`src/rtl/mul_seq_ctrl.sv`:
```
// Radix-2 shift-add multiplier sequencer driving one external WIDTH-bit adder.
// Optional feature macro: MUL_SEQ_ZERO_SKIP_EN (zero operand bypasses CALC).
module mul_seq_ctrl #(
  parameter int WIDTH = 16,
  parameter int CNT_W = 5
) (
  input  logic               clk,
  input  logic               rst,
  input  logic               in_valid,
  output logic               in_ready,
  input  logic [WIDTH-1:0]   op_a,
  input  logic [WIDTH-1:0]   op_b,
  output logic               out_valid,
  input  logic               out_ready,
  output logic [2*WIDTH-1:0] product,
  output logic               busy,
  output logic [WIDTH-1:0]   adder_a,
  output logic [WIDTH-1:0]   adder_b,
  output logic               adder_cin,
  input  logic [WIDTH-1:0]   adder_sum,
  input  logic               adder_cout
);

  typedef enum logic [1:0] {
    S_IDLE,
    S_CALC,
    S_DONE
  } state_t;

  state_t               r_state;
  state_t               w_state_next;
  logic [CNT_W-1:0]     r_count;
  logic [WIDTH-1:0]     r_mcand;
  logic [WIDTH-1:0]     r_acc_hi;
  logic [WIDTH-1:0]     r_acc_lo;
  logic [2*WIDTH-1:0]   r_product;

  logic                 w_add_en;
  logic                 w_accept;
  logic                 w_last;
  logic                 w_zero;
  logic [WIDTH:0]       w_hi_next;
  logic [2*WIDTH-1:0]   w_acc_next;

`ifdef MUL_SEQ_ZERO_SKIP_EN
  assign w_zero = (op_a == '0) || (op_b == '0);
`else
  assign w_zero = 1'b0;
`endif

  assign in_ready  = (r_state == S_IDLE);
  assign out_valid = (r_state == S_DONE);
  assign busy      = (r_state == S_CALC) || (r_state == S_DONE);
  assign product   = r_product;

  // The adder sees operands only on iterations that actually add.
  assign w_add_en  = (r_state == S_CALC) && r_acc_lo[0];
  assign adder_a   = w_add_en ? r_acc_hi : '0;
  assign adder_b   = w_add_en ? r_mcand  : '0;
  assign adder_cin = 1'b0;

  assign w_accept   = in_valid && in_ready;
  assign w_last     = (r_count == CNT_W'(WIDTH - 1));
  assign w_hi_next  = w_add_en ? {adder_cout, adder_sum} : {1'b0, r_acc_hi};
  assign w_acc_next = {w_hi_next, r_acc_lo[WIDTH-1:1]};

  always_comb begin
    w_state_next = r_state;
    case (r_state)
      S_IDLE: begin
        if (w_accept) begin
          w_state_next = w_zero ? S_DONE : S_CALC;
        end
      end
      S_CALC: begin
        if (w_last) begin
          w_state_next = S_DONE;
        end
      end
      S_DONE: begin
        if (out_ready) begin
          w_state_next = S_IDLE;
        end
      end
      default: w_state_next = S_IDLE;
    endcase
  end

  always_ff @(posedge clk) begin
    if (rst) begin
      r_state   <= S_IDLE;
      r_count   <= '0;
      r_mcand   <= '0;
      r_acc_hi  <= '0;
      r_acc_lo  <= '0;
      r_product <= '0;
    end else begin
      r_state <= w_state_next;
      case (r_state)
        S_IDLE: begin
          if (w_accept) begin
            r_mcand  <= op_a;
            r_acc_hi <= '0;
            r_acc_lo <= w_zero ? '0 : op_b;
            r_count  <= '0;
            if (w_zero) begin
              r_product <= '0;
            end
          end
        end
        S_CALC: begin
          {r_acc_hi, r_acc_lo} <= w_acc_next;
          r_count              <= r_count + CNT_W'(1);
          // Product register only changes when a result is published.
          if (w_last) begin
            r_product <= w_acc_next;
          end
        end
        default: begin
        end
      endcase
    end
  end

endmodule
```
`config.mk`:
```
export PLATFORM = sky130hd
export DESIGN_NAME = mul_seq_ctrl
export DESIGN_NICKNAME = d
export VERILOG_FILES = /design/src/rtl/mul_seq_ctrl.sv
export SDC_FILE = /design/constraint.sdc
export NUM_CORES = 1
export LEC_CHECK = 0
export BUFFER_PORTS_ARGS = -buffer_cell sky130_fd_sc_hd__clkbuf_2
export CAP_MARGIN = 20
export CORE_MARGIN = 2
export CORE_UTILIZATION = 50
export DETAILED_ROUTE_END_ITERATION = 7
export PLACE_DENSITY_LB_ADDON = 0.1
export SETUP_SLACK_MARGIN = 0.2
export SLEW_MARGIN = 15
export SYNTH_ARGS = -nofsm -noshare
export SYNTH_HDL_FRONTEND = slang
export SYNTH_SLANG_ARGS = --single-unit
```
`constraint.sdc`:
```
create_clock -name clk -period 2.5 [get_ports clk]
set_input_delay 0.5 -clock clk [delete_from_list [all_inputs] [get_ports clk]]
set_output_delay 0.5 -clock clk [all_outputs]
set_load 0.01 [all_outputs]
```
==> results of run 1 <==
[cell type report]
class	count	area, µm²	share of cell area (%)
inverters	4	15.0	0.326
multi-input cells	288	1840	39.9
repair buffers	125	669	14.5
clock buffers	10	138	2.99
flip-flops and latches	87	1740	37.8
clock inverters	5	81.3	1.76
well taps	99	124	2.69
[timing repair]
action | in CTS | in global routing
hold endpoints to repair | 0 | 0
gates cloned | 0 | 0
endpoints found under the setup margin | 14 | 4
resized for setup | 1 | 1
[metrics by stage]
stage	worst slack [ns]	util [%]
6_report	0.357	63.2
5_1_grt	0.235	63.2
4_1_cts	0.286	63.2
3_5_place_dp	0.519	60.0
3_3_place_gp	0.609	60.0
2_1_floorplan	0.701	-
[sequential cells by signal, indices dropped and copies added (netlist names)]
signal / flops
r_acc_lo: 16
product: 32
r_state: 2
r_acc_hi: 16
r_count: 5
r_mcand: 16
[cells in the final DEF (no fill, tap or decap), types with 2 or more instances in the layout]
cell type and count:
a211oi_2 14, nand2b_1 5, nand4_1 2, a211oi_1 16, nand3_1 2, o2bb2ai_1 15
buf_12 2, a32oi_1 2, inv_1 4, and3_1 35, nor2_1 34, a21oi_1 36
buf_4 3, nand2_1 70, mux2i_1 33, nand3b_1 4, ha_1 4, nor2b_1 3
clkbuf_8 10, dfxtp_1 87, clkbuf_2 118, bufinv_16 2
[kinds of logic (layout without fill, tap and decap cells)]
logic type,after synthesis,after routing,share of synthesized area [%]
DFF,87,87,46.1
other,1,1,0.0992
muxes,34,34,9.14
buffers and inverters,40,144,5.56
and+or+nand+nor,160,160,20.0
AOI/OAI and AO/OA,88,88,17.5
adders and majority gates,5,5,1.66
[per-layer routing]
layer  part of all wire [%]  track usage, %  routed length (µm)  up-vias
met5                      0               0                   0        -
met2                     44            33.0                3810       88
met4                    1.7            8.71                 144        0
met3                    5.4            4.40                 463       12
li1                       -               -                   -     1646
met1                     49            28.5                4180     1483
[power by group]
group	total, mW	internal (mW)	switching [mW]
Sequential	1.63	1.54	0.0989
Clock	1.08	0.586	0.497
Combinational	1.17	0.439	0.736
Total	3.89	2.56	1.33
[worst max-delay path, stage by stage (launching register included)]
cell,delay (ns)
dfxtp_1,0.33
inv_1,0.12
ha_4,0.28
buf_6,0.23
and3_1,0.18
clkbuf_2,0.13
[path summary, 6_finish.rpt]
kind                            startpoint  slack, ns  cells after the start     endpoint
worst max-delay path            r_state[1]       0.36                      5  adder_a[11]
worst min-delay path               op_a[5]       0.36                      3   r_mcand[5]
worst max register to register  r_state[0]       0.39                      5  r_acc_hi[8]
worst min register to register  r_mcand[4]       0.45                      2   r_mcand[4]
==> impl_metrics.xml, run 1 <==
<?xml version="1.0" encoding="UTF-8"?>
<metrics>
  <group name="outcome">
    <metric name="outcome" unit="">finished, final reports clean</metric>
  </group>
  <group name="floorplan">
    <metric name="num_io_pins" unit="">121</metric>
    <metric name="std_cell_rows" unit="">31</metric>
    <metric name="initial_core_util" unit="%">51.8</metric>
    <metric name="die_width" unit="µm">90.9</metric>
    <metric name="core" unit="mm²">0.00729</metric>
    <metric name="fp.dieArea" unit="mm²">0.00827</metric>
    <metric name="dieHeight" unit="µm">90.9</metric>
  </group>
  <group name="logic_synthesis">
    <metric name="syn-cell-area" unit="mm²">0.00378</metric>
    <metric name="post-synth-top-count-cell" unit="">dfxtp_1</metric>
    <metric name="nets_in_the_synthesized_netlist" unit="">473</metric>
    <metric name="netlist.area_leader.share" unit="%">46.1</metric>
    <metric name="postSynthRegisterBits" unit="">87</metric>
    <metric name="syn_avg_cell_area" unit="µm²">9.11</metric>
    <metric name="netlist_instances" unit="">415</metric>
    <metric name="synth_enable_flop_cells" unit="">0</metric>
    <metric name="ys_warn_count" unit="">0</metric>
    <metric name="ys_types" unit="">34</metric>
    <metric name="biggest_area_contributors_in_the_synthesized_netlist" unit="">dfxtp_1, mux2i_1, nand2_1</metric>
    <metric name="netlist.top_cell.by_area" unit="">dfxtp_1</metric>
    <metric name="synth_top_flop_cell" unit="">dfxtp_1</metric>
    <metric name="synth.top_cells.by_count" unit="">dfxtp_1, nand2_1, a21oi_1, and3_1, nor2_1</metric>
    <metric name="async_sr_flop_fraction" unit="%">0</metric>
    <metric name="synth.yosys.seq_area_share" unit="%">46.1</metric>
  </group>
  <group name="cts">
    <metric name="worstSkewPairLatency" unit="ns">0.36</metric>
    <metric name="tritoncts_num_sinks" unit="">87</metric>
    <metric name="postCtsHoldBufs" unit="">0</metric>
    <metric name="clockBufferDepth" unit="">2</metric>
    <metric name="cts-root-buf" unit="">clkbuf_8</metric>
    <metric name="tritoncts" unit="">built</metric>
    <metric name="path_clk_slew" unit="ns">0.08</metric>
    <metric name="cts_inserted_buffers" unit="">9</metric>
    <metric name="ctsHtreeMaxLevel" unit="">3</metric>
    <metric name="postCtsSetupBuffers" unit="">0</metric>
  </group>
  <group name="power_and_ir_drop">
    <metric name="finalPower" unit="mW">3.89</metric>
    <metric name="power.ir.vdd_worst" unit="V">0.000472</metric>
    <metric name="cellLeakagePower" unit="nW">2.11</metric>
    <metric name="powerDensity" unit="mW/mm²">844</metric>
  </group>
  <group name="routing">
    <metric name="drcViolationCount" unit="">0</metric>
    <metric name="detail_route.wl_per_cell" unit="µm">13.9</metric>
    <metric name="drt_iter0_markers" unit="">113</metric>
    <metric name="drt_first_pass_iters" unit="">4</metric>
    <metric name="final_antenna_net_count" unit="">0</metric>
    <metric name="detailroute.via_count" unit="">3229</metric>
    <metric name="route.detailed.vias_per_inst" unit="">5.22</metric>
    <metric name="wirelength" unit="µm">8600</metric>
  </group>
  <group name="worst_setup_path">
    <metric name="worst-endpoint-arrival" unit="ns">1.64</metric>
    <metric name="critical_path.startpoint_type" unit="">flop</metric>
    <metric name="critical_path.max_fanout" unit="">22</metric>
    <metric name="criticalPathCategory" unit="">flop to primary output</metric>
    <metric name="endpoint_kind" unit="">primary output</metric>
    <metric name="critical_path_required" unit="ns">2.00</metric>
  </group>
  <group name="grt">
    <metric name="grtUsageTotal" unit="%">21.1</metric>
    <metric name="grt_start_max_net_pins" unit="">60</metric>
    <metric name="first_pass_grt_wire_length" unit="µm">14200</metric>
    <metric name="number_of_antenna_violations_at_the_first_check_in_global_routing" unit="">0</metric>
    <metric name="vias_in_the_first_global_route" unit="">2941</metric>
    <metric name="gr-total-overflow" unit="">0</metric>
  </group>
  <group name="timing">
    <metric name="final-max-slew-violation-count" unit="">0</metric>
    <metric name="setup-violations-final" unit="">0</metric>
    <metric name="period_minus_slack" unit="ns">2.14</metric>
    <metric name="final-hold-violation-count" unit="">0</metric>
    <metric name="fin_skew" unit="ns">0.00942</metric>
    <metric name="fmax" unit="GHz">0.467</metric>
    <metric name="timing_worst_slew_pin_value" unit="ns">0.657</metric>
    <metric name="rsz0062_at_grt" unit="">false</metric>
    <metric name="finalHoldWorstSlack" unit="ns">0.360</metric>
    <metric name="final.period_utilization" unit="%">85.7</metric>
    <metric name="setup-tns-final" unit="ns">0</metric>
    <metric name="slew-limit-headroom" unit="%">55.0</metric>
  </group>
  <group name="placement">
    <metric name="dp_hpwl" unit="µm">5770</metric>
    <metric name="placedInstanceArea" unit="mm²">0.00438</metric>
    <metric name="gp_congestion" unit="">0.754</metric>
    <metric name="post_place_cells" unit="">603</metric>
    <metric name="numPortBuffers" unit="">119</metric>
  </group>
  <group name="cells_and_area">
    <metric name="fill_cells" unit="">676</metric>
    <metric name="layout-area-overhead-vs-synth" unit="%">22.0</metric>
    <metric name="finish.net_count" unit="">573</metric>
    <metric name="post_route_cells_drive_above_1_share" unit="%">30.6</metric>
    <metric name="antenna_cells" unit="">0</metric>
    <metric name="final_area" unit="mm²">0.00461</metric>
    <metric name="finish.cell_count_without_fillers" unit="">618</metric>
  </group>
  <group name="flow_run">
    <metric name="max_cap_viol_count" unit="">0</metric>
  </group>
  <group name="worst_hold_path">
    <metric name="hp-class" unit="">input port to flop</metric>
  </group>
</metrics>
(Power assumes the default switching activity.)
==> run 2, diff against run 1 <==
--- a/config.mk
+++ b/config.mk
@@ -5,11 +5,10 @@
 export SDC_FILE = /design/constraint.sdc
 export NUM_CORES = 1
 export LEC_CHECK = 0
-export BUFFER_PORTS_ARGS = -buffer_cell sky130_fd_sc_hd__clkbuf_2
 export CAP_MARGIN = 20
-export CORE_MARGIN = 2
-export CORE_UTILIZATION = 50
+export CORE_UTILIZATION = 40
 export DETAILED_ROUTE_END_ITERATION = 7
+export DONT_BUFFER_PORTS = 1
 export PLACE_DENSITY_LB_ADDON = 0.1
 export SETUP_SLACK_MARGIN = 0.2
 export SLEW_MARGIN = 15
==> run 2 against run 1 <==
Effect of this change:
- hold slack worse by 0.15 ns
- die area up 19%
- routed wire length down 1.4%
- first-iteration DRC count down 32%
- combinational power down 8%
- sequential power about the same
- global-route usage down 3.5 points
- sequential share of layout area up 5.7 points
- clock skew up 0.0028 ns
- clock power about the same
- register-to-register slack better by 0.07 ns
- power down 2.4%
==> impl_metrics.xml, run 2 (synthesized netlist as in run 1, its figures left out) <==
<?xml version="1.0" encoding="UTF-8"?>
<metrics>
  <group name="cts">
    <metric name="clockBufferDepth" unit="">2</metric>
    <metric name="worstSkewPairLatency" unit="ns">0.35</metric>
    <metric name="tritoncts" unit="">built</metric>
    <metric name="cts_inserted_buffers" unit="">9</metric>
    <metric name="tritoncts_num_sinks" unit="">87</metric>
    <metric name="ctsHtreeMaxLevel" unit="">3</metric>
    <metric name="cts-root-buf" unit="">clkbuf_8</metric>
    <metric name="path_clk_slew" unit="ns">0.09</metric>
  </group>
  <group name="worst_setup_path">
    <metric name="critical-path-slowest-cell" unit="">dfxtp_1</metric>
    <metric name="r2r_start" unit="">r_state[0]</metric>
    <metric name="criticalPathCategory" unit="">flop to primary output</metric>
    <metric name="startpoint" unit="">r_state[1]</metric>
    <metric name="critical_path_required" unit="ns">2.00</metric>
    <metric name="critical_path.max_fanout" unit="">23</metric>
    <metric name="endpoint_kind" unit="">primary output</metric>
    <metric name="crit_chain" unit="">inv_1, ha_4, buf_4, and3_1</metric>
    <metric name="worstPathBufferInverterCount" unit="">2</metric>
    <metric name="worst-endpoint-arrival" unit="ns">1.64</metric>
    <metric name="critical_path.startpoint_type" unit="">flop</metric>
    <metric name="cpLargestDelayFamily" unit="">buffers and inverters</metric>
    <metric name="critical_path.max_stage_delay" unit="ns">0.33</metric>
  </group>
  <group name="timing">
    <metric name="rsz0062_at_grt" unit="">false</metric>
    <metric name="final-max-slew-violation-count" unit="">0</metric>
    <metric name="final-hold-violation-count" unit="">0</metric>
    <metric name="setup-tns-final" unit="ns">0</metric>
    <metric name="slew-limit-headroom" unit="%">52.8</metric>
    <metric name="fin_skew" unit="ns">0.0123</metric>
    <metric name="period_minus_slack" unit="ns">2.14</metric>
    <metric name="fmax" unit="GHz">0.468</metric>
    <metric name="timing_worst_slew_pin_value" unit="ns">0.688</metric>
    <metric name="setup-violations-final" unit="">0</metric>
    <metric name="final.period_utilization" unit="%">85.4</metric>
  </group>
  <group name="floorplan">
    <metric name="die_width" unit="µm">99.2</metric>
    <metric name="core" unit="mm²">0.00920</metric>
    <metric name="num_io_pins" unit="">121</metric>
    <metric name="initial_core_util" unit="%">41.1</metric>
    <metric name="dieHeight" unit="µm">99.2</metric>
    <metric name="std_cell_rows" unit="">35</metric>
    <metric name="fp.dieArea" unit="mm²">0.00984</metric>
  </group>
  <group name="routing">
    <metric name="detailroute.via_count" unit="">2780</metric>
    <metric name="drt_iter0_markers" unit="">77</metric>
    <metric name="drt_first_pass_iters" unit="">4</metric>
    <metric name="final_antenna_net_count" unit="">0</metric>
    <metric name="wirelength" unit="µm">8480</metric>
    <metric name="route.detailed.vias_per_inst" unit="">5.45</metric>
    <metric name="detail_route.wl_per_cell" unit="µm">16.6</metric>
    <metric name="drcViolationCount" unit="">0</metric>
  </group>
  <group name="cells_and_area">
    <metric name="finish.net_count" unit="">453</metric>
    <metric name="post_route_cells_drive_above_1_share" unit="%">9.77</metric>
    <metric name="finish.cell_count_without_fillers" unit="">510</metric>
    <metric name="antenna_cells" unit="">0</metric>
    <metric name="multi_input_area" unit="mm²">0.00184</metric>
    <metric name="mostFrequentLayoutCell" unit="">dfxtp_1</metric>
    <metric name="largest_register_ffs" unit="">32</metric>
    <metric name="most-common-layout-cells" unit="">dfxtp_1, nand2_1, a21oi_1, and3_1, nor2_1</metric>
    <metric name="layout-area-overhead-vs-synth" unit="%">6.02</metric>
    <metric name="fill_cells" unit="">917</metric>
    <metric name="final-seq-area" unit="mm²">0.00174</metric>
  </group>
  <group name="placement">
    <metric name="gp_congestion" unit="">0.705</metric>
    <metric name="dp_hpwl" unit="µm">5590</metric>
    <metric name="post_place_cells" unit="">495</metric>
    <metric name="numPortBuffers" unit="">0</metric>
  </group>
  <group name="power_and_ir_drop">
    <metric name="cellLeakagePower" unit="nW">1.58</metric>
    <metric name="power.ir.vdd_worst" unit="V">0.000356</metric>
    <metric name="powerDensity" unit="mW/mm²">948</metric>
  </group>
  <group name="outcome">
    <metric name="outcome" unit="">finished, final reports clean</metric>
  </group>
  <group name="grt">
    <metric name="grt_start_max_net_pins" unit="">77</metric>
    <metric name="first_pass_grt_wire_length" unit="µm">13700</metric>
    <metric name="number_of_antenna_violations_at_the_first_check_in_global_routing" unit="">0</metric>
    <metric name="gr-total-overflow" unit="">0</metric>
    <metric name="grtUsageTotal" unit="%">17.6</metric>
    <metric name="vias_in_the_first_global_route" unit="">2706</metric>
  </group>
  <group name="flow_run">
    <metric name="max_cap_viol_count" unit="">0</metric>
  </group>
  <group name="worst_hold_path">
    <metric name="hp-class" unit="">input port to flop</metric>
    <metric name="hold_start" unit="">rst</metric>
  </group>
</metrics>
-- run 2: cell types whose count changed in the layout (fill, tap and decap cells not counted) --
cell | before | now
buf_2 | 1 | 0
inv_6 | 1 | 0
clkinvlp_4 | 1 | 0
clkinv_4 | 0 | 2
buf_6 | 1 | 0
buf_4 | 3 | 4
clkbuf_2 | 118 | 0
buf_12 | 2 | 1
-- run 2: path summary, 6_finish.rpt --
check | to | slack (ns) | cells past startpoint
max | adder_a[7] | 0.36 | 4
min | product[11] | 0.21 | 1
max reg2reg | r_acc_hi[7] | 0.46 | 5
min reg2reg | r_mcand[15] | 0.45 | 2
-- run 2: layout make-up --
type	instances	share of cell area [%]
multi-input combinational	288	46.0
sequential	87	43.5
tap	111	3.47
clock buffer	10	3.43
clock inverter	5	2.06
timing repair buffer	5	1.25
inverter	4	0.375
-- run 2: metal layers --
metal / wire, µm / global-route usage, %
met1: 4100 / 23.5
met2: 3690 / 26.5
met3: 563 / 4.92
met4: 136 / 7.47
met5: 0 / 0
-- run 2: stage by stage --
| stage | hold WS [ns] | worst slack, ns | instance area (µm²) | power [mW] | utilization (%) |
|---|---|---|---|---|---|
| 2_1_floorplan | 0.432 | 0.701 | 3780 | 2.59 | - |
| 3_3_place_gp | 0.432 | 0.549 | 3780 | 2.72 | 41.1 |
| 3_5_place_dp | 0.436 | 0.480 | 3780 | 2.74 | 41.1 |
| 4_1_cts | 0.182 | 0.213 | 4000 | 3.83 | 43.5 |
| 5_1_grt | 0.182 | 0.263 | 4010 | 4.04 | 43.6 |
| 6_report | 0.211 | 0.364 | 4010 | 3.80 | 43.6 |
-- run 2: timing repair --
item	CTS	global route
endpoints found under the setup margin	0	13
hold buffers	0	0
gates resized for setup	0	1
setup buffers	0	0
-- run 2: power by group --
part	switching, mW	internal [mW]
registers	0.0975	1.54
logic	0.691	0.387
clock network	0.500	0.587
